==> config.mk <==
export PLATFORM = sky130hd
export DESIGN_NAME = jt49_env
export DESIGN_NICKNAME = d
export VERILOG_FILES = /design/src/rtl/jt49_env.sv
export SDC_FILE = /design/constraint.sdc
export NUM_CORES = 1
export LEC_CHECK = 0
export ABC_AREA = 1
export BUFFER_PORTS_ARGS = -buffer_cell sky130_fd_sc_hd__buf_2
export CORE_UTILIZATION = 45
export CTS_CLUSTER_SIZE = 30
export DETAILED_ROUTE_END_ITERATION = 8
export GPL_TIMING_DRIVEN = 0
export MAX_ROUTING_LAYER = met4
export PLACE_DENSITY = 0.65
export SETUP_SLACK_MARGIN = 0.15
export SYNTH_ARGS = -nofsm -noshare
export SYNTH_HDL_FRONTEND = slang
export SYNTH_SLANG_ARGS = --single-unit
==> constraint.sdc <==
create_clock -name clk -period 3.3 [get_ports clk]
set_input_delay 0.165 -clock clk [delete_from_list [all_inputs] [get_ports clk]]
set_output_delay 0.165 -clock clk [all_outputs]
set_load 0.05 [all_outputs]
==> src/rtl/jt49_env.sv <==
// jt49_env: YM2149 envelope generator (32 steps), AY-3-8910 16-step mode when JT49_ENV_AY_EN is defined
module jt49_env #(
   parameter int PERIOD_W = 16
) (
   input  logic                clk,
   input  logic                rst_n,
   input  logic                cen256,
   input  logic                restart,
   input  logic [PERIOD_W-1:0] period,
   input  logic [3:0]          shape,
   output logic [4:0]          env,
   output logic                hold
);
`ifdef JT49_ENV_AY_EN
   localparam logic [4:0] STEP_INC = 5'd2;
   localparam logic [4:0] LAST     = 5'd30;
`else
   localparam logic [4:0] STEP_INC = 5'd1;
   localparam logic [4:0] LAST     = 5'd31;
`endif
   typedef enum logic {ST_RUN, ST_HOLD} state_t;
   state_t              state;
   logic [PERIOD_W-1:0] pcnt, peff;
   logic [4:0]          step, nstep;
   logic                inv, ninv, tick;
   assign peff  = period == '0 ? PERIOD_W'(1) : period;
   assign tick  = ({1'b0, pcnt} + (PERIOD_W+1)'(1)) >= {1'b0, peff};
   assign nstep = step + STEP_INC;
   assign ninv  = inv ^ shape[1];
   // restart wins over everything; otherwise advance on cen256 while running, shape read live at end of cycle
   always_ff @(negedge clk or negedge rst_n)
      if (!rst_n) begin
         pcnt  <= '0;
         step  <= '0;
         inv   <= 1'b0;
         state <= ST_HOLD;
         env   <= '0;
         hold  <= 1'b1;
      end else if (restart) begin
         pcnt  <= '0;
         step  <= '0;
         inv   <= ~shape[2];
         state <= ST_RUN;
         env   <= {5{~shape[2]}};
         hold  <= 1'b0;
      end else if (state == ST_RUN && cen256) begin
         if (!tick) pcnt <= pcnt + PERIOD_W'(1);
         else begin
            pcnt <= '0;
            if (step != LAST) begin
               step <= nstep;
               env  <= nstep ^ {5{inv}};
            end else if (!shape[3]) begin
               state <= ST_HOLD;
               hold  <= 1'b1;
               env   <= '0;
            end else if (shape[0]) begin
               state <= ST_HOLD;
               hold  <= 1'b1;
               env   <= {5{shape[2] ^ shape[1]}};
            end else begin
               step <= '0;
               inv  <= ninv;
               env  <= {5{ninv}};
            end
         end
      end
endmodule

-- After elaboration in Yosys (flattened, before gate mapping)
Index checks and enable logic that the tools add are counted.
- add/subtract/negate cells: 3
- $lt $le $gt $ge: 1
- eq/ne operators: 5
- muxes and demuxes: 28
- bitwise operators: 5
- reductions and logical operators: 10
- operators with widths (operator ; number):
    16-bit 2-to-1 mux ; 4
    5-bit 2-to-1 mux ; 12
    16-bit by 1-bit adder with 17-bit output, second input constant ; 1
    17-bit by 16-bit greater-or-equal comparator with 1-bit output ; 1
    16-bit by 1-bit adder with 16-bit output, second input constant ; 1
    16-bit logical NOT ; 1
    1-bit 2-to-1 mux ; 12
    4-bit AND reduction ; 2
    2-bit nonzero test ; 3
    5-bit by 1-bit adder with 5-bit output, second input constant ; 1
    5-bit inequality test, second input constant ; 1
    5-bit AND reduction ; 1
    5-bit bitwise XOR ; 1
    2-bit inequality test, second input constant ; 2
    3-bit by 2-bit inequality test with 1-bit output, second input constant ; 1
    3-bit inequality test, second input constant ; 1
    3-bit nonzero test ; 1
    1-bit NOT ; 2
    2-bit AND reduction ; 1
    1-bit bitwise XOR ; 2
    1-bit logical AND ; 1
- bits in registers: 28
- output and inout bits: 6
- word-level logic and storage cells: 57

-- Logic depth before layout (Yosys ltp)
- depth in word-level cells: 7
- gate-level depth with buffers: 22

==> impl_results.rst <==
.. list-table::
   :header-rows: 1

   * - Metric
     - Value
   * - Cell count of the worst reg-to-reg path
     - 19
   * - Core Box Area
     - 4470 um2
   * - Number of antenna diodes
     - 0
   * - TritonCTS buffer count
     - 3
   * - Fraction of registers with async set or reset after synthesis
     - 1.00
   * - Worst setup slack after placement
     - -410 ps
   * - Clock tree from TritonCTS
     - yes
   * - Via density per instance
     - 5.14
   * - Horiz. Die Dim
     - 71.1 um
   * - Syn Area/Cell
     - 7.37 um2
   * - Buffers on Ports
     - 29
   * - Placer congestion estimate
     - 0.849
   * - Total of max-cap violations
     - 0
   * - Initial antenna violation count
     - 0
   * - Bufs on Longest Clock Path
     - 2
   * - Final setup violation count
     - 2
   * - Final routed DRC violation total
     - 1
   * - Top_reg_cell synth
     - sky130_fd_sc_hd__dfrtn_1
   * - GR Overflow Total
     - 0
   * - Worst-path clk slew
     - 70 ps
   * - Final critical-path setup slack
     - -15.2 ps
   * - Final antenna-violating net count
     - 0
   * - Worst min-delay path class
     - flop to flop
   * - Critical path class
     - input port to flop
   * - Nets in the synthesized netlist
     - 334
   * - Io pins
     - 30
   * - Post-Synthesis Cell Area
     - 2150 um2
   * - Library cell with the highest instance count after synthesis
     - sky130_fd_sc_hd__nand2_1
   * - Yosys synthesis warning count
     - 0
   * - # nets final
     - 379
   * - Number of slew-limit violations in the final report
     - 0
   * - Area of the die
     - 5050 um2
   * - Pin count of the biggest net entering global routing
     - 29
   * - Synth top area share
     - 0.315
   * - H-tree levels
     - 1
   * - VDD IR-drop max
     - 335 uV
   * - Launching element type of the critical path
     - input port
   * - All-Layer GR Usage
     - 0.211
   * - Violations in the final reports
     - design-rule violations, negative setup slack
   * - Number of fill cells in the layout
     - 391
   * - Final hold violation count
     - 0
   * - Count of different cell masters after synthesis
     - 37
   * - Area growth from synthesis to layout
     - 33.5%
   * - CP endpoint kind
     - flop
   * - Ratio of total power to cell area
     - 321 nW/um2
   * - Number of instances in the synthesized netlist
     - 291
   * - EDFF count, synth
     - 0
   * - Highest net fanout along the worst path
     - 6
   * - Top cells by area in the synthesized netlist
     - sky130_fd_sc_hd__dfrtn_1 31%, sky130_fd_sc_hd__nand2_1 16%, sky130_fd_sc_hd__ha_1 11%
   * - FF/Latch Area
     - 702 um2
   * - Final Util
     - 0.640
   * - Router iterations before antenna repair
     - 7
   * - Clk root buf
     - sky130_fd_sc_hd__clkbuf_8
   * - Core Rows
     - 24
   * - Worst-skew pair later-pin latency
     - 340 ps
   * - Crit path DAT
     - 1950 ps
   * - Proportion of layout cells with a drive suffix above 1
     - 0.322
   * - Post-synthesis register bit count
     - 28
   * - Wire length of the first global-routing pass
     - 8180 um
   * - Leak Pwr
     - 0.00150 uW
   * - Cells on Worst Hold Path
     - 2
   * - RSZ-0062 raised after global routing
     - yes
   * - Slew HR
     - 0.576
   * - Number of DRC markers after the initial detailed-route iteration
     - 122
   * - Worst clock skew
     - 56.2 ps
   * - Run status
     - finished, violations left
   * - Starting utilization of the core area
     - 0.480
   * - Sequential fraction of the synthesis area
     - 0.327
   * - Cell type with the largest total area after synthesis
     - sky130_fd_sc_hd__dfrtn_1
   * - Die Y-Extent
     - 71.1 um
   * - Multi-input gate area in the final layout
     - 1530 um2
   * - # hold bufs at CTS
     - 0
   * - Most instantiated cells after synthesis
     - 89 x sky130_fd_sc_hd__nand2_1, 39 x sky130_fd_sc_hd__inv_1, 27 x sky130_fd_sc_hd__dfrtn_1
   * - Post-detailed-routing wire length
     - 4890 um
   * - Slew at the pin closest to its max-slew limit
     - 636 ps
   * - Count of clock tree sinks
     - 28
   * - Per-cell routed wire length
     - 12.6 um
   * - Vias in the first global route
     - 1837
   * - Final HPWL DP
     - 3550 um
   * - Vias after detailed routing
     - 1989
   * - Crit path required time
     - 1930 ps
[flip-flops by register name, summed over array words and instances (netlist names)]
signal	flops
pcnt	16
env	5
step	5
inv	1
state	1
[cell usage in the layout, fill, tap and decap left out, types with 3 or more instances in the layout]
master	synthesis	final
sky130_fd_sc_hd__nand2_2	2	11
sky130_fd_sc_hd__o21ai_2	0	3
sky130_fd_sc_hd__o21ai_1	2	4
sky130_fd_sc_hd__nor4_4	0	3
sky130_fd_sc_hd__buf_4	0	11
sky130_fd_sc_hd__inv_2	2	6
sky130_fd_sc_hd__buf_6	1	10
sky130_fd_sc_hd__nand4_1	7	7
sky130_fd_sc_hd__o21ai_0	8	3
sky130_fd_sc_hd__nand3_1	13	8
sky130_fd_sc_hd__nand2_1	89	76
sky130_fd_sc_hd__nand2_4	1	5
sky130_fd_sc_hd__o22ai_2	1	3
sky130_fd_sc_hd__nor2_1	17	14
sky130_fd_sc_hd__inv_1	39	34
sky130_fd_sc_hd__buf_2	1	19
sky130_fd_sc_hd__nand3_2	5	8
sky130_fd_sc_hd__xor2_1	11	11
sky130_fd_sc_hd__clkbuf_8	0	3
sky130_fd_sc_hd__dfrtn_1	27	27
sky130_fd_sc_hd__xnor2_1	6	6
sky130_fd_sc_hd__ha_4	0	6
sky130_fd_sc_hd__nor2_4	1	3
sky130_fd_sc_hd__a21oi_1	12	12
sky130_fd_sc_hd__ha_1	19	13
sky130_fd_sc_hd__nor2_2	3	4
[logic make-up (layout without fill, tap and decap cells)]
family,after synthesis,count (layout),share of synthesized area
simple gates,150,150,0.319
buf+inv,46,90,0.0845
compound gates,30,30,0.0816
flops,28,28,0.327
fa+ha+maj,19,19,0.111
xor+xnor,18,18,0.0770
[per-stage QoR]
step           TNS (ps)  cells  total power (uW)  hold slack, ps  instance area [um2]
6_report          -15.7    387               921             415                 2860
2_1_floorplan      -100    291               553             416                 2180
5_1_grt           -1670    387               974             438                 2860
3_5_place_dp      -8930    372               623             414                 2390
4_1_cts           -46.5    381               898             419                 2640
3_3_place_gp      -9310    372               618             411                 2390
[report_power, final]
part	switching, uW	internal [uW]
sequential	20.8	372
clock	116	134
combinational	175	103
[critical path: stages]
cell,delay [ps]
sky130_fd_sc_hd__buf_8,100
sky130_fd_sc_hd__nor4_4,280
sky130_fd_sc_hd__a41o_1,200
sky130_fd_sc_hd__ha_1,250
sky130_fd_sc_hd__nand3_2,70
sky130_fd_sc_hd__nor3_2,40
sky130_fd_sc_hd__nor3_2,160
sky130_fd_sc_hd__nand2_1,90
sky130_fd_sc_hd__inv_2,70
sky130_fd_sc_hd__nand2_4,90
sky130_fd_sc_hd__buf_4,150
sky130_fd_sc_hd__buf_6,100
sky130_fd_sc_hd__nand3_1,60
sky130_fd_sc_hd__nand2_1,60
sky130_fd_sc_hd__nand2_1,60
[layer usage]
layer	wire length (um)	track usage	vias to the layer above
li1	-	-	1028
met1	2370	0.273	931
met2	2340	0.353	26
met3	146	0.0356	4
met4	31	0.0356	0
met5	0	-	-
[cell type report]
| class | instances | area share |
|---|---|---|
| buffer | 3 | 0.00699 |
| timing repair buffer | 40 | 0.108 |
| tap | 52 | 0.0227 |
| inverter | 42 | 0.0577 |
| sequential | 28 | 0.245 |
| clock buffer | 4 | 0.0232 |
| clock inverter | 1 | 0.00131 |
| multi-input combinational | 217 | 0.535 |
[worst paths after layout]
kind	from	to	slack, ps
max	period[0]	state	-20
min	env[4]	env[4]	420
max reg2reg	pcnt[0]	pcnt[10]	160
min reg2reg	env[4]	env[4]	420
max in group asynchronous	rst_n	state	1410
min in group asynchronous	rst_n	pcnt[1]	1420
[repair_timing]
item | in CTS | in global routing
setup endpoints to repair | 28 | 28
cloned | 1 | 0
setup buffers | 4 | 6
pin swaps | 8 | 18
resized for setup | 37 | 40
hold endpoints to repair | 0 | 0
Note: power is estimated with default switching activity, not from simulation.
